`config.mk`:
```
export PLATFORM = sky130hd
export DESIGN_NAME = spi_master_sched_flat
export DESIGN_NICKNAME = d
export VERILOG_FILES = /design/src/rtl/spi_master_sched_pkg.sv /design/src/rtl/spi_master_sched_if.sv /design/src/rtl/spi_master_sched_rr_arb.sv /design/src/rtl/spi_master_sched.sv /design/src/flat_wrapper.sv
export SDC_FILE = /design/constraint.sdc
export NUM_CORES = 1
export LEC_CHECK = 0
export BUFFER_PORTS_ARGS = -buffer_cell sky130_fd_sc_hd__buf_4
export CORE_MARGIN = 1
export CORE_UTILIZATION = 25
export DETAILED_ROUTE_END_ITERATION = 10
export PLACE_DENSITY = 0.51
export SLEW_MARGIN = 20
export SYNTH_ARGS = -nofsm -noshare
export SYNTH_HDL_FRONTEND = slang
export SYNTH_SLANG_ARGS = --single-unit
export TNS_END_PERCENT = 30
```
`constraint.sdc`:
```
create_clock -name clk -period 2.5 [get_ports clk]
set_input_delay 0.25 -clock clk [delete_from_list [all_inputs] [get_ports clk]]
set_output_delay 0.25 -clock clk [all_outputs]
set_load 0.01 [all_outputs]
```
`src/rtl/spi_master_sched_pkg.sv`:
```
// spi_pkg: shared definitions for the spi_master_sched block.
// Holds the sequencer state encoding, the byte length and the width of the
// sck divider counter. Imported by the arbiter and by the top.
// Ports: none (package only).

package spi_pkg;

  // Bits per SPI transaction.
  localparam int SPI_BITS = 8;

  // Divider counter width; covers CLK_DIV values up to 255.
  localparam int DIV_W = 8;

  // Sequencer states. The encoding is 3 bits so it can be exposed on dbg.
  typedef enum logic [2:0] {
    ST_IDLE  = 3'd0,
    ST_SETUP = 3'd1,
    ST_HIGH  = 3'd2,
    ST_LOW   = 3'd3,
    ST_GAP   = 3'd4
  } state_e;

endpackage

```
`src/rtl/spi_master_sched_if.sv`:
```
// spi_master_sched_if: client handshake plus SPI pins of spi_master_sched.
//
// Client handshake: a client raises req[i] with its byte on wdata<i> and
// holds both until done[i] pulses. gnt[i] is high from acceptance until
// done; rdata is valid on the done pulse and held until the next done.
// busy covers the whole transfer including the trailing gap.
//
// Signals:
//   req[1:0], wdata0[7:0], wdata1[7:0]  client -> master
//   gnt[1:0], done[1:0], rdata[7:0], busy  master -> client
//   ss, sck, mosi                        master -> SPI slave
//   miso                                 SPI slave -> master
// Modports: master (the spi_master_sched side), slave (clients + SPI slave).

interface spi_master_sched_if;
  import spi_pkg::*;

  logic [1:0] req;
  logic [7:0] wdata0;
  logic [7:0] wdata1;
  logic [1:0] gnt;
  logic [1:0] done;
  logic [7:0] rdata;
  logic       busy;
  logic       ss;
  logic       sck;
  logic       mosi;
  logic       miso;

  modport master (
    input  req, wdata0, wdata1, miso,
    output gnt, done, rdata, busy, ss, sck, mosi
  );

  modport slave (
    output req, wdata0, wdata1, miso,
    input  gnt, done, rdata, busy, ss, sck, mosi
  );

endinterface

```
`src/rtl/spi_master_sched_rr_arb.sv`:
```
// spi_rr_arb: combinational 2-way round-robin arbiter.
// Ports:
//   req[1:0]  in  : pending requests
//   last      in  : index of the client served last (0 or 1)
//   win[1:0]  out : one-hot winner, 2'b00 when nothing is requested
// On a tie the client that was not served last wins.

module spi_rr_arb
  import spi_pkg::*;
(
  input  logic [1:0] req,
  input  logic       last,
  output logic [1:0] win
);

  always_comb begin
    win = 2'b00;
    case (req)
      2'b01:   win = 2'b01;
      2'b10:   win = 2'b10;
      2'b11:   win = last ? 2'b01 : 2'b10;
      default: win = 2'b00;
    endcase
  end

endmodule

```
`src/rtl/spi_master_sched.sv`:
```
// spi_master_sched: two-client SPI master (mode 0, MSB first, one byte per
// transaction) with round-robin arbitration between the clients.
//
// Ports:
//   clk     in  : system clock, rising edge
//   rst_n   in  : asynchronous active-low reset
//   bus         : spi_master_sched_if.master (client handshake + SPI pins)
//   dbg     out : {gnt, state, bitcnt}, registered; only present when the
//                 macro SPI_SCHED_DBG_EN is defined
// Parameter:
//   CLK_DIV : system clocks per sck half-period (2..255)
//
// Sequence: IDLE -> SETUP -> (HIGH -> LOW) x8 -> GAP -> IDLE. Every state
// except IDLE lasts CLK_DIV cycles. All bus outputs are registered and change
// on the edge that enters the state they belong to.

module spi_master_sched
  import spi_pkg::*;
#(
  parameter int unsigned CLK_DIV = 4
) (
  input  logic               clk,
  input  logic               rst_n,
  spi_master_sched_if.master bus
`ifdef SPI_SCHED_DBG_EN
  ,
  output logic [7:0]         dbg
`endif
);

  state_e           state_q, state_d;
  logic [DIV_W-1:0] div_q;
  logic [2:0]       bit_q;
  logic [7:0]       tx_q;
  logic [7:0]       rx_q;
  logic [1:0]       gnt_q;
  logic [1:0]       done_q;
  logic [7:0]       rdata_q;
  logic             busy_q;
  logic             ss_q;
  logic             sck_q;
  logic             mosi_q;
  logic             last_q;
  logic [1:0]       win;

  logic div_last;
  logic bit_last;
  logic accept;
  logic go_high;
  logic go_low;
  logic go_gap;
  logic go_idle;

  assign div_last = (div_q == DIV_W'(CLK_DIV - 1));
  assign bit_last = (bit_q == 3'(SPI_BITS - 1));

  spi_rr_arb u_arb (
    .req  (bus.req),
    .last (last_q),
    .win  (win)
  );

  // State register.
  always_ff @(posedge clk or negedge rst_n) begin
    if (!rst_n) state_q <= ST_IDLE;
    else        state_q <= state_d;
  end

  // Next-state logic.
  always_comb begin
    state_d = state_q;
    case (state_q)
      ST_IDLE:  if (|bus.req) state_d = ST_SETUP;
      ST_SETUP: if (div_last) state_d = ST_HIGH;
      ST_HIGH:  if (div_last) state_d = ST_LOW;
      ST_LOW:   if (div_last) state_d = bit_last ? ST_GAP : ST_HIGH;
      ST_GAP:   if (div_last) state_d = ST_IDLE;
      default:  state_d = ST_IDLE;
    endcase
  end

  // Output decode: one strobe per state transition, consumed by the datapath.
  always_comb begin
    accept  = 1'b0;
    go_high = 1'b0;
    go_low  = 1'b0;
    go_gap  = 1'b0;
    go_idle = 1'b0;
    case (state_q)
      ST_IDLE:  accept  = |bus.req;
      ST_SETUP: go_high = div_last;
      ST_HIGH:  go_low  = div_last;
      ST_LOW: begin
        go_high = div_last && !bit_last;
        go_gap  = div_last && bit_last;
      end
      ST_GAP:   go_idle = div_last;
      default: ;
    endcase
  end

  // Divider: held at 0 in IDLE so every timed state starts from a full count.
  always_ff @(posedge clk or negedge rst_n) begin
    if (!rst_n)                              div_q <= '0;
    else if (state_q == ST_IDLE || div_last) div_q <= '0;
    else                                     div_q <= div_q + 1'b1;
  end

  // Datapath and bus outputs.
  always_ff @(posedge clk or negedge rst_n) begin
    if (!rst_n) begin
      bit_q   <= '0;
      tx_q    <= '0;
      rx_q    <= '0;
      gnt_q   <= '0;
      done_q  <= '0;
      rdata_q <= '0;
      busy_q  <= 1'b0;
      ss_q    <= 1'b1;
      sck_q   <= 1'b0;
      mosi_q  <= 1'b1;
      last_q  <= 1'b1;
    end else begin
      done_q <= 2'b00;
      if (accept) begin
        gnt_q  <= win;
        busy_q <= 1'b1;
        ss_q   <= 1'b0;
        sck_q  <= 1'b0;
        bit_q  <= '0;
        tx_q   <= win[1] ? bus.wdata1 : bus.wdata0;
        mosi_q <= win[1] ? bus.wdata1[7] : bus.wdata0[7];
      end
      if (go_high) begin
        // miso is sampled on the edge that raises sck.
        sck_q <= 1'b1;
        rx_q  <= {rx_q[6:0], bus.miso};
        if (state_q == ST_LOW) bit_q <= bit_q + 3'd1;
      end
      if (go_low) begin
        // Next bit is presented on the edge that lowers sck; the 1 shifted in
        // only reaches mosi after the last bit, where GAP forces mosi high.
        sck_q  <= 1'b0;
        tx_q   <= {tx_q[6:0], 1'b1};
        mosi_q <= tx_q[6];
      end
      if (go_gap) begin
        ss_q    <= 1'b1;
        mosi_q  <= 1'b1;
        rdata_q <= rx_q;
        done_q  <= gnt_q;
        gnt_q   <= 2'b00;
        last_q  <= gnt_q[1];
      end
      if (go_idle) begin
        busy_q <= 1'b0;
      end
    end
  end

  assign bus.gnt   = gnt_q;
  assign bus.done  = done_q;
  assign bus.rdata = rdata_q;
  assign bus.busy  = busy_q;
  assign bus.ss    = ss_q;
  assign bus.sck   = sck_q;
  assign bus.mosi  = mosi_q;

`ifdef SPI_SCHED_DBG_EN
  always_ff @(posedge clk or negedge rst_n) begin
    if (!rst_n) dbg <= '0;
    else        dbg <= {gnt_q, state_q, bit_q};
  end
`endif

endmodule

```
`src/flat_wrapper.sv`:
```
// flat-port wrapper written by rule: the top's interface ports become plain ports
module spi_master_sched_flat import spi_pkg::*;
#(
  parameter int unsigned CLK_DIV = 4
)
  (clk, rst_n, bus_req, bus_wdata0, bus_wdata1, bus_miso, bus_gnt, bus_done, bus_rdata, bus_busy, bus_ss, bus_sck, bus_mosi);
  spi_master_sched_if bus_i ();
  input  logic clk;
  input  logic rst_n;
  input wire logic [$bits(bus_i.req)-1:0] bus_req;
  input wire logic [$bits(bus_i.wdata0)-1:0] bus_wdata0;
  input wire logic [$bits(bus_i.wdata1)-1:0] bus_wdata1;
  input wire logic [$bits(bus_i.miso)-1:0] bus_miso;
  output wire logic [$bits(bus_i.gnt)-1:0] bus_gnt;
  output wire logic [$bits(bus_i.done)-1:0] bus_done;
  output wire logic [$bits(bus_i.rdata)-1:0] bus_rdata;
  output wire logic [$bits(bus_i.busy)-1:0] bus_busy;
  output wire logic [$bits(bus_i.ss)-1:0] bus_ss;
  output wire logic [$bits(bus_i.sck)-1:0] bus_sck;
  output wire logic [$bits(bus_i.mosi)-1:0] bus_mosi;
  assign bus_i.req = bus_req;
  assign bus_i.wdata0 = bus_wdata0;
  assign bus_i.wdata1 = bus_wdata1;
  assign bus_i.miso = bus_miso;
  assign bus_gnt = bus_i.gnt;
  assign bus_done = bus_i.done;
  assign bus_rdata = bus_i.rdata;
  assign bus_busy = bus_i.busy;
  assign bus_ss = bus_i.ss;
  assign bus_sck = bus_i.sck;
  assign bus_mosi = bus_i.mosi;
  spi_master_sched #(.CLK_DIV(CLK_DIV)) u_core (.clk(clk), .rst_n(rst_n), .bus(bus_i));
endmodule
```
# [After elaboration in Yosys (flattened, before gate mapping)]
# Index checks and enable logic that the tools add are counted.
[classes] addsub=2 eq_ne=14 muxes=34 n_reduce_logical=12
[op_table] operator="2-to-1 mux 3 bit" n=9
[op_table] operator="2-to-1 mux 7 bit" n=3
[op_table] operator="case mux 3 bit (5 select lines)" n=1
[op_table] operator="2-to-1 mux 1 bit" n=14
[op_table] operator="!= test 2 x 1 -> 1 bit, second input constant" n=5
[op_table] operator="adder 8 x 1 -> 8 bit, second input constant" n=1
[op_table] operator="== test 8 x 2 -> 1 bit, second input constant" n=1
[op_table] operator="2-to-1 mux 2 bit" n=4
[op_table] operator="2-to-1 mux 8 bit" n=1
[op_table] operator="== test 3 x 2 -> 1 bit, second input constant" n=2
[op_table] operator="== test 3 bit, second input constant" n=2
[op_table] operator="case mux 2 bit (3 select lines)" n=1
[op_table] operator="nonzero test 2 bit" n=3
[op_table] operator="nonzero test 3 bit" n=2
[op_table] operator="AND reduction 5 bit" n=1
[op_table] operator="== test 2 bit, second input constant" n=2
[op_table] operator="adder 3 x 1 -> 3 bit, second input constant" n=1
[op_table] operator="== test 3 x 1 -> 1 bit, second input constant" n=1
[op_table] operator="logical NOT 3 bit" n=1
[op_table] operator="== test 2 x 1 -> 1 bit, second input constant" n=1
[op_table] operator="logical AND 1 bit" n=2
[op_table] operator="case mux 1 bit (2 select lines)" n=1
[op_table] operator="OR reduction 2 bit" n=1
[op_table] operator="logical NOT 1 bit" n=1
[op_table] operator="logical OR 1 bit" n=1
[word_totals] reg_bits=46 inputBits=21 out_inout_bits=16 word_cells=75

# [Depth between registers and ports, before layout]
# Gate-level depths: netlist (run 1).
[logic_depth] word_depth=6 mapped_depth=6 mapped_depth_nobuf=5

# [Hierarchy]
# Synthesis (run 1) repeated with hierarchy kept, for this count alone.
[unflattened] cells_unflattened=174 area_unflattened_um2=2075.7
[modules_own_cells] mod="spi_master_sched" n_inst=1 cells_per_inst=171 area_each_um2=2057.0 seq_area_each_um2=1154.9
[modules_own_cells] mod="spi_rr_arb" n_inst=1 cells_per_inst=3 area_each_um2=18.8 seq_area_each_um2=0.0

# [Worst setup path after synthesis (run 1)]
# No wires, ideal clock.
[synth_timing] kind="reg2reg" startpoint="register u_core.div_q[0]" endpoint="register u_core.rx_q[0]" setup_time_ns=0.125 arrival_ns=1.816 required_ns=2.375 path_slack_ns=0.559 stages_incl_launch_ff=7 n_path_buf=1 period_less_slack_ns=1.941 path_cell_list="dfrtp_1 > ha_1 > nor4b_4 > nand3_2 > or3b_1 > buf_6 > mux2_4"
[synth_between] elab_chain_len=3
[synth_lines] element="from (decl)" line_no="spi_master_sched.sv:32" source="logic [DIV_W-1:0] div_q;"
[synth_lines] element="from (signal assigned)" line_no="spi_master_sched.sv:106" source="else div_q <= div_q + 1'b1;"
[synth_lines] element="== test 8 x 2 -> 1 bit (*)" line_no="spi_master_sched.sv:54" source="assign div_last = (div_q == DIV_W'(CLK_DIV - 1));"
[synth_lines] element="logical AND 1 bit" line_no="spi_master_sched.sv:94" source="go_high = div_last && !bit_last;"
[synth_lines] element="case mux 1 bit (2 select lines) (*)" line_no="spi_master_sched.sv:89" source="case (state_q)"
[synth_lines] element="to (signal assigned)" line_no="spi_master_sched.sv:137" source="rx_q <= {rx_q[6:0], bus.miso};"
[synth_lines] element="to (decl)" line_no="spi_master_sched.sv:35" source="logic [7:0] rx_q;"
# Mark *: on every way between the ends. The rest lies on a longest branch, timed or not.
# A chain may end at the register's enable or synchronous reset.

# [Final worst setup path (run 1)]
[layout_timing] startpoint="register u_core.div_q[0]" endpoint="register u_core.rx_q[6]"
# The elaborated chain is that of the path after synthesis.

==> results of run 1 <==
layer usage:
metal / routed length, um / up-vias
met5: 0 / -
met4: 18 / 0
met3: 195 / 4
met2: 1920 / 39
met1: 2050 / 709
li1: - / 693
final cells by class:
| cell class | instances | area [sq um] | area share (%) |
|---|---|---|---|
| clock inverter | 3 | 45.0 | 1.74 |
| clock buffer | 5 | 68.8 | 2.66 |
| sequential | 46 | 1150 | 44.7 |
| tap | 102 | 128 | 4.94 |
| inverter | 5 | 18.8 | 0.726 |
| multi-input combinational | 117 | 867 | 33.5 |
| timing repair buffer | 40 | 303 | 11.7 |
cells by family after synthesis:
logic type,count (synthesis),synth area share [%]
and+or+nand+nor,67,16.3
adders and majority gates,3,1.81
xor gates and xnor gates,6,2.54
AOI/OAI and AO/OA,19,8.09
DFF,46,55.7
muxes,22,13.1
buffers and inverters,11,2.42
final timing paths:
kind / endpoint / cells past startpoint
hold / removal: u_core.rx_q[0] / 2
setup / recovery: u_core.rx_q[6] / 5
hold reg to reg: u_core.bus.ss / 2
max in group asynchronous: u_core.div_q[4] / 2
setup reg to reg: u_core.rx_q[6] / 5
min in group asynchronous: u_core.bus.rdata[7] / 2
power breakdown:
group / total (uW) / internal (uW) / switching, uW
registers: 754 / 749 / 4.87
clock network: 562 / 298 / 264
logic: 62.5 / 33.4 / 29.1
state kept, by name (all words and copies together), names as in the netlist:
name              count
u_core.bus.rdata      8
u_core.div_q          8
u_core.bus.ss         1
u_core.bus.busy       1
u_core.bit_q          3
u_core.bus.done       2
u_core.bus.sck        1
u_core.bus.gnt        2
u_core.tx_q           7
u_core.state_q        3
u_core.rx_q           8
u_core.bus.mosi       1
u_core.last_q         1
per-stage QoR:
| stage | utilization, % | area, sq um | power, uW | setup slack, ns | hold WS, ns |
|---|---|---|---|---|---|
| floorplan | - | 2070 | 787 | 0.559 | -0.0456 |
| global placement | 31.2 | 2460 | 831 | 0.328 | 0.295 |
| detailed placement | 31.2 | 2460 | 832 | 0.259 | 0.304 |
| CTS | 32.8 | 2580 | 1400 | 0.254 | 0.181 |
| global route | 32.8 | 2580 | 1430 | 0.135 | 0.179 |
| finish | 32.8 | 2580 | 1380 | 0.255 | 0.181 |
worst reg2reg max path, cell delays in order (launching register included):
cell	delay, ns
dfrtp_1	0.41
ha_1	0.26
nor4b_4	0.28
nand3_2	0.19
or3b_1	0.63
mux2_4	0.38
cell usage after synthesis, types with 2 or more instances:
cell and count:
and2_1 3, clkbuf_1 4, dfrtp_1 43, dfstp_2 3, ha_1 3, inv_1 5
mux2_2 9, mux2_4 8, mux2i_1 5, nand2_1 21, nand3_1 12, nand4_1 2
nor2_1 15, nor2b_1 2, nor3_1 3, o221a_2 6, o311ai_0 2, xor2_1 5
timing repair:
item	CTS	global route
hold endpoints to repair	43	0
hold buffers	1	0
setup endpoints to repair	0	0
==> reports/qor.yml, run 1 <==
clkLatencyLatePin_ns: 0.30
synth_cells: 174
outcome: "finished, final reports clean"
wire_per_inst_um: 13.1
path_max_fanout: 9
maxCapViolCount: 0
tns_ns: 0
max_slew_margin_pct: 55.7
critPathMaxStageDelay_ns: 0.63
clock.fmax_ghz: 0.445
vias: 1445
die_area_sq_mm: 0.00866
yosysSeqAreaShare_pct: 55.7
synth.largest_area_cell: "dfrtp_1"
ctsRootBufferMaster: "clkbuf_8"
drive_above_1_share_pct: 36.6
netlist_top_cells_area: "dfrtp_1 (52%), mux2_4 (5.8%), mux2_2 (4.9%), dfstp_2 (3.8%), nand2_1 (3.8%)"
synth_area_sq_mm: 0.00207
grtUsageMet2_pct: 15.9
finClkSkew_ns: 0.0104
synth_area_per_cell_sq_um: 11.9
syn_nets: 198
r2r_setup_slack_ns: 0.25
clockBufferDepth: 2
grt_pass1_wl_um: 6820
grt.total_usage_pct: 10.1
cts_setup_buffers: 0
final_common_cell: "dfrtp_1"
grt_pass1_vias: 1403
crit_required_ns: 2.69
fin_crit_sh_pct: 89.8
num-fill-cells: 808
drtIter0Drc: 90
synth_seq_cells: 46
worstPathCellList: "ha_1, nor4b_4, nand3_2, or3b_1, mux2_4"
routed_wl_um: 4180
ys_types: 41
power.density_mw_per_mm2: 533
regToRegStartpoint: "u_core.div_q[0]"
start_util_pct: 26.3
core.rowCount: 32
post-route-min-period_ns: 2.25
p_leak_uw: 0.00124
path_buf_inv: 0
cts_buffers: 5
synth_edf_count: 0
drtPass1Iterations: 4
drc_errors: 0
startpoint: "u_core.div_q[0]"
hp-class: "in2reg"
finalSetupViolations: 0
die_y_um: 93.0
ir_worst_vdd_mv: 0.195
layout.nets: 239
cp.arrival_ns: 2.43
critPathTopFamily: "simple AND/OR/NAND/NOR gates"
worstMarginPinSlew_ns: 0.662
crit_slowest_cell: "or3b_1"
fp.dieW_um: 93.0
layout_common_cells: "dfrtp_1 (43), buf_4 (39), nand2_1 (21)"
synth-warning-count: 0
synth_top_area_share_pct: 51.9
io_pins: 37
busiest_layer: "met2"
cts_tree: "done"
htree_levels: 2
fp.coreArea_sq_mm: 0.00789
end_kind: "register"
antenna_left: 0
cts_resized: 0
grt_use_met3_pct: 3.25
postSynth.asyncResetShare_pct: 100
dpl.hpwl_um: 2870
crit_type: "reg2reg"
start_kind: "register"
antenna_found_initial: 0
finalHoldViolations: 0
grt_max_degree: 47
synth_flop_cell: "dfrtp_1"
gr-usage-met1_pct: 13.6
syn2layout_area_growth_pct: 24.8
stdcell_count: 318
cts.sinks: 46
diodes: 0
grt-ovfl-total: 0
routed_via_density: 4.54
place_inst: 309
min_from: "bus_miso"
slew_violations: 0
clk_pin_slew_ns: 0.10
gp_congestion: 0.739
io_buffer_count: 36
rsz0062_at_grt: "false"
No activity file was read; power rests on OpenSTA's default activity.
==> inputs of run 2 (changes only) <==
--- a/config.mk
+++ b/config.mk
@@ -9,9 +9,11 @@
 export CORE_MARGIN = 1
 export CORE_UTILIZATION = 25
 export DETAILED_ROUTE_END_ITERATION = 10
+export HOLD_SLACK_MARGIN = 0.03
 export PLACE_DENSITY = 0.51
 export SLEW_MARGIN = 20
 export SYNTH_ARGS = -nofsm -noshare
 export SYNTH_HDL_FRONTEND = slang
+export SYNTH_HIERARCHICAL = 1
 export SYNTH_SLANG_ARGS = --single-unit
 export TNS_END_PERCENT = 30
==> run 2 against run 1 <==
Effect of this change:
- via count down 3.7%
- sequential power up 60%
- worst setup slack got worse by 0.053 ns
- largest cell class unchanged
- flip-flop and latch count is the same
- register-to-register slack lost 0.05 ns
- synthesized cell count is the same
- core utilization fell by 0.21 points
- clock power fell by 21%
- die area grew 0.17%
- synthesized area increased by 0.18%
- cell count is 0.31% lower
==> reports/qor.yml, run 2 <==
finClkSkew_ns: 0.0122  # +0.00183 ns
path_max_fanout: 9  # unchanged
netlist_top_cells_area: "dfrtp_1 (52%), mux2_2 (10%), mux2i_1 (4.8%), nor2_1 (4.0%), dfstp_2 (3.8%)"
finalHoldViolations: 0  # unchanged
die_y_um: 93.1  # about the same
sequentialPowerShare_pct: 49.7  # -5.0 points
syn2layout_area_growth_pct: 23.7
synth_most_common_cell: "dfrtp_1"
power.density_mw_per_mm2: 944  # +77%
die_area_sq_mm: 0.00867  # +0.17%
synth_seq_cells: 46  # unchanged
routed_via_density: 4.39  # -3.4%
io_pins: 37  # unchanged
max_slew_margin_pct: 57.1  # +1.3 points
final_common_cell: "dfrtp_1"
diodes: 0  # unchanged
critPathMaxStageDelay_ns: 0.53  # -0.10 ns
synth_top_area_share_pct: 51.8  # -0.094 points
min_from: "bus_miso"
power_switching_uw: 809  # +170%
hp-class: "in2reg"
core.rowCount: 32  # unchanged
grt-ovfl-total: 0  # unchanged
rsz0062_at_grt: "false"
drtIter0Drc: 78  # -13%
layout_common_cells: "dfrtp_1 (43), buf_4 (40), nor2_1 (22)"
clkLatencyLatePin_ns: 0.30  # about the same
synth.largest_area_cell: "dfrtp_1"
grt_pass1_vias: 1491  # +6.3%
clk_pin_slew_ns: 0.09  # about the same
cts.sinks: 46  # unchanged
synth_flop_cell: "dfrtp_1"
htree_levels: 2  # unchanged
postSynth.asyncResetShare_pct: 100  # unchanged
slew_violations: 0  # unchanged
worstMarginPinSlew_ns: 0.644  # -0.0186 ns
cp.arrival_ns: 2.49  # +0.06 ns
io_buffer_count: 36  # unchanged
ys_types: 40  # -2.4%
synth_cells: 174  # unchanged
ctsRootBufferMaster: "clkbuf_8"
p_leak_uw: 0.00124  # about the same
grt.total_usage_pct: 10.5  # +0.40 points
maxCapViolCount: 0  # unchanged
switching_share_pct: 33.3  # +12 points
synth-warning-count: 6  # +6
dpl.hpwl_um: 2810  # -2.1%
wire_per_inst_um: 12.6  # -4.0%
synth_edf_count: 0  # unchanged
antenna_left: 0  # unchanged
r2r-end: "u_core/rx_q[4]"
post-route-min-period_ns: 2.30  # +0.0530 ns
end_kind: "register"
drc_errors: 0  # unchanged
p_clk_share_pct: 18.4  # -22 points
drtPass1Iterations: 4  # unchanged
synth_area_sq_mm: 0.00208  # +0.18%
grt_max_degree: 47  # unchanged
crit_type: "reg2reg"
cts_tree: "done"
crit_slowest_cell: "or3b_2"
outcome: "finished, final reports clean"
clock.fmax_ghz: 0.435  # -2.3%
start_util_pct: 26.3  # +0.048 points
vias: 1391  # -3.7%
syn_nets: 198  # unchanged
num-fill-cells: 820  # +1.5%
worstPathCellList: "ha_1, or3b_2, or2_4, nor3_4, mux2_2"
layout.nets: 238  # -0.42%
worst_hold_path.endpoint: "u_core/rx_q[0]"
worst_r2r_path_depth: 5  # unchanged
antenna_found_initial: 0  # unchanged
pwr-share-comb_pct: 31.9  # +27 points
yosysSeqAreaShare_pct: 55.6  # -0.10 points
fp.coreArea_sq_mm: 0.00789  # unchanged
fp.dieW_um: 93.1  # about the same
holdWs_ns: 0.181  # +0.000369 ns
regToRegStartpoint: "u_core/div_q[0]"
gp_congestion: 0.718  # -2.9%
r2r_setup_slack_ns: 0.20  # -0.05 ns
finalSetupViolations: 0  # unchanged
fin_crit_sh_pct: 91.9  # +2.1 points
routed_wl_um: 4000  # -4.3%
grt_pass1_wl_um: 7050  # +3.3%
cts_resized: 0  # unchanged
p_int_uw: 1620  # +50%
tns_ns: 0  # unchanged
drive_above_1_share_pct: 36.3  # -0.30 points
clockBufferDepth: 2  # unchanged
crit_required_ns: 2.69  # about the same
start_kind: "register"
synth_common_cells: "dfrtp_1 (43), nor2_1 (22), mux2_2 (19), nand2_1 (12), mux2i_1 (10)"
synth_area_per_cell_sq_um: 11.9  # +0.18%
ir_worst_vdd_mv: 0.320  # +64%
holdPathStages: 2  # unchanged
cts_buffers: 5  # unchanged
run 2: cell count changes after synthesis, moves of 6 or more:
cell,change
mux2_2,+10
o221a_2,-6
mux2_4,-8
nor2_1,+7
a221o_1,+6
nand2_1,-9
nand3_1,-6
run 2: how the worst max path moves through the flow:
stage / start / to / slack, ns / cells past startpoint
5_1_grt: u_core/div_q[0] / u_core/rx_q[2] / 0.09 / 5
6_report: u_core/div_q[0] / u_core/rx_q[4] / 0.20 / 5
4_1_cts: u_core/div_q[0] / u_core/rx_q[4] / 0.18 / 5
2_1_floorplan: u_core/div_q[0] / u_core/rx_q[0] / 0.34 / 5
3_3_place_gp: u_core/div_q[0] / u_core/rx_q[4] / 0.22 / 5
3_5_place_dp: u_core/div_q[0] / u_core/rx_q[6] / 0.20 / 5
run 2: per-stage QoR:
| stage | setup WS, ns | cell area [sq um] | util, % | total power [uW] | cells |
|---|---|---|---|---|---|
| finish | 0.202 | 2570 | 32.6 | 2430 | 317 |
| detailed placement | 0.199 | 2470 | 31.3 | 2010 | 308 |
| global route | 0.0891 | 2570 | 32.6 | 2620 | 317 |
| global placement | 0.225 | 2470 | 31.3 | 1990 | 308 |
| floorplan | 0.338 | 2080 | - | 1730 | 174 |
| CTS | 0.178 | 2560 | 32.5 | 2460 | 317 |
run 2: cells by family (layout without fill, tap and decap cells):
kind of cell,Yosys count,count (layout),share of synthesized area (%)
AO/OA/AOI/OAI,19,19,7.23
multiplexers,29,29,15.1
flip-flops,46,46,55.6
AND/OR/NAND/NOR,59,59,15.3
XOR/XNOR,6,6,2.53
buffers and inverters,12,53,2.41
adder cells (fa/ha/maj),3,3,1.81
run 2: final cells by class:
| class | count | area (sq um) | area share (%) |
|---|---|---|---|
| Tap cell | 102 | 128 | 4.97 |
| Inverter | 4 | 15.0 | 0.585 |
| Sequential cell | 46 | 1150 | 45.0 |
| Clock inverter | 2 | 13.8 | 0.536 |
| Multi-Input combinational cell | 116 | 875 | 34.0 |
| Timing Repair Buffer | 41 | 310 | 12.1 |
| Clock buffer | 6 | 72.6 | 2.83 |
run 2: power groups by stage:
stage / clock (uW) / combinational, uW / sequential, uW
after floorplan: 0 / 568 / 1160
after global placement: 0 / 767 / 1220
after detailed placement: 0 / 786 / 1220
after CTS: 464 / 790 / 1210
after global routing: 498 / 873 / 1250
final: 446 / 774 / 1210
run 2: critical path, delay by kind of cell, from the launching register on:
| kind | cells | cell delay, ns |
|---|---|---|
| multiplexers | 1 | 0.39 |
| flip-flops | 1 | 0.37 |
| AND/OR/NAND/NOR | 3 | 1.20 |
| adder cells (fa/ha/maj) | 1 | 0.22 |
run 2: routing by layer:
| metal | track usage [%] | vias up | share of wire (%) |
|---|---|---|---|
| met2 | 16.7 | 22 | 46 |
| met4 | 3.85 | 0 | 1.2 |
| met1 | 13.8 | 673 | 49 |
| met5 | 0 | - | 0 |
| li1 | - | 692 | - |
| met3 | 2.44 | 4 | 3.5 |
run 2: what timing repair did:
action,CTS,global route
hold buffers,1,0
buffers inserted,0,0
hold endpoints to repair,43,0
==> inputs of run 3 (changes only) <==
--- a/config.mk
+++ b/config.mk
@@ -6,6 +6,7 @@
 export NUM_CORES = 1
 export LEC_CHECK = 0
 export BUFFER_PORTS_ARGS = -buffer_cell sky130_fd_sc_hd__buf_4
+export CORE_ASPECT_RATIO = 2
 export CORE_MARGIN = 1
 export CORE_UTILIZATION = 25
 export DETAILED_ROUTE_END_ITERATION = 10
==> run 3 against run 2 <==
Effect of this change:
- worst hold slack better by 0.012 ns
- critical path depth stayed put
- core utilization is 0.32 points higher
- design area is 2.4% higher
- sequential power hardly changed
- power is 9.6% higher
- cell count is 2.2% lower
- first-iteration DRC count is 6.4% higher
- clock power is 51% higher
- sequential share of layout area is 1.1 points lower
- critical endpoint is now u_core/rx_q[3]
- highest routed layer unchanged
==> reports/qor.yml, run 3 (synthesis results as in run 2) <==
p_leak_uw: 0.00127  # +2.1%
drtPass1Iterations: 6  # +2
placed_cell_area_sq_mm: 0.00247  # -0.10%
cts.sinks: 46  # unchanged
gp_congestion: 0.713  # -0.64%
grt_pass1_vias: 1512  # +1.4%
cts_buffers: 5  # unchanged
grt.total_usage_pct: 11.2  # +0.74 points
cts_resized: 0  # unchanged
fin_ws_ns: 0.153  # -0.0487 ns
maxCapViolCount: 0  # unchanged
fp.dieW_um: 66.4  # -29%
layout.nets: 237  # -0.42%
worstMarginPinSlew_ns: 0.650  # +0.00592 ns
end_kind: "register"
pwr-share-comb_pct: 29.3  # -2.6 points
drive_above_1_share_pct: 36.0  # -0.30 points
hp-class: "in2reg"
holdWs_ns: 0.193  # +0.0116 ns
io_pins: 37  # unchanged
ir_worst_vdd_mv: 0.421  # +32%
wl_met3_um: 156  # +13%
switching_share_pct: 31.5  # -1.9 points
routed_wl_um: 4300  # +7.5%
antenna_found_initial: 0  # unchanged
finalHoldViolations: 0  # unchanged
cp.arrival_ns: 2.52  # +0.03 ns
post-route-min-period_ns: 2.35  # +0.0487 ns
max_slew_margin_pct: 56.7  # -0.40 points
crit_type: "reg2reg"
grt_pass1_wl_um: 7290  # +3.4%
wl_met1_um: 1750  # -11%
finalSetupViolations: 0  # unchanged
clock.fmax_ghz: 0.426  # -2.1%
start_util_pct: 25.9  # -0.37 points
power.density_mw_per_mm2: 1010  # +7.0%
clk_pin_slew_ns: 0.06  # -0.03 ns
clkLatencyLatePin_ns: 0.29  # about the same
tns_ns: 0  # unchanged
fin_crit_sh_pct: 93.9  # +1.9 points
crit_required_ns: 2.67  # -0.02 ns
finClkSkew_ns: 0.00699  # -0.00524 ns
routed_via_density: 4.63  # +5.5%
dr_wl_met2_um: 2290  # +24%
final_core_util_pct: 32.9  # +0.32 points
worst_r2r_path_depth: 5  # unchanged
topRoutingLayerUsed: "met4"
outcome: "finished, final reports clean"
slew_violations: 0  # unchanged
wire_per_inst_um: 13.9  # +9.9%
start_kind: "register"
p_clk_share_pct: 25.3  # +6.9 points
drtIter0Drc: 83  # +6.4%
layout_common_cells: "dfrtp_1 (43), buf_4 (38), nor2_1 (22)"
final_area_sq_mm: 0.00263  # +2.4%
syn2layout_area_growth_pct: 26.8
path_max_fanout: 9  # unchanged
vias: 1435  # +3.2%
fp.coreArea_sq_mm: 0.00800  # +1.4%
power_switching_uw: 836  # +3.4%
r2r_setup_slack_ns: 0.15  # -0.05 ns
die_area_sq_mm: 0.00869  # +0.25%
htree_levels: 2  # unchanged
core.rowCount: 46  # +44%
antenna_left: 0  # unchanged
rsz0062_at_grt: "false"
grt_max_degree: 47  # unchanged
dpl.hpwl_um: 3080  # +9.7%
pre_cts_ws_ns: 0.127  # -0.0716 ns
drc_errors: 0  # unchanged
final_common_cell: "dfrtp_1"
p_int_uw: 1820  # +13%
sequentialPowerShare_pct: 45.4  # -4.3 points
ctsRootBufferMaster: "clkbuf_16"
io_buffer_count: 36  # unchanged
holdPathStages: 2  # unchanged
diodes: 0  # unchanged
cts_tree: "done"
grt-ovfl-total: 0  # unchanged
die_y_um: 131  # +41%
clockBufferDepth: 2  # unchanged
[run 3: worst max-delay path, cell delays in order, from the launching register on]
cell and delay [ns]:
dfrtp_1 0.37, ha_1 0.22, or3b_2 0.54, or2_4 0.29, nor3_4 0.43, mux2_2 0.39
[run 3: stage by stage]
step           std cells  total power, uW
6_report             310             2660
5_1_grt              310             2860
4_1_cts              310             2710
3_5_place_dp         301             2020
3_3_place_gp         301             1990
2_1_floorplan        174             1730
[run 3: layer usage]
layer	global-route usage [%]	vias to the layer above
li1	-	690
met1	12.5	712
met2	19.7	27
met3	1.82	6
met4	6.01	0
met5	0	-
[run 3: worst paths after layout]
kind	startpoint	end
min	bus_miso	u_core/rx_q[0]
max	u_core/div_q[0]	u_core/rx_q[3]
max in group asynchronous	rst_n	u_core/bus.busy
max reg2reg	u_core/div_q[0]	u_core/rx_q[3]
min reg2reg	u_core/div_q[0]	u_core/div_q[0]
min in group asynchronous	rst_n	u_core/div_q[3]
[run 3: timing repair]
item | CTS | global route
hold buffers | 1 | 0
setup buffers | 0 | 0
hold endpoints to repair | 43 | 0
[run 3: area by class of cell]
class | instances | area [sq um]
multi-input cells | 116 | 875
inverters | 4 | 15.0
fillers | 819 | 5370
clock inverters | 1 | 8.76
well taps | 96 | 120
clock buffers | 7 | 143
flip-flops and latches | 46 | 1150
repair buffers | 40 | 315
[run 3: power groups by stage]
stage	logic (uW)	clock network (uW)	registers (uW)
floorplan	568	0	1160
global placement	775	0	1220
detailed placement	794	0	1220
CTS	797	700	1210
global route	875	733	1250
finish	780	672	1210
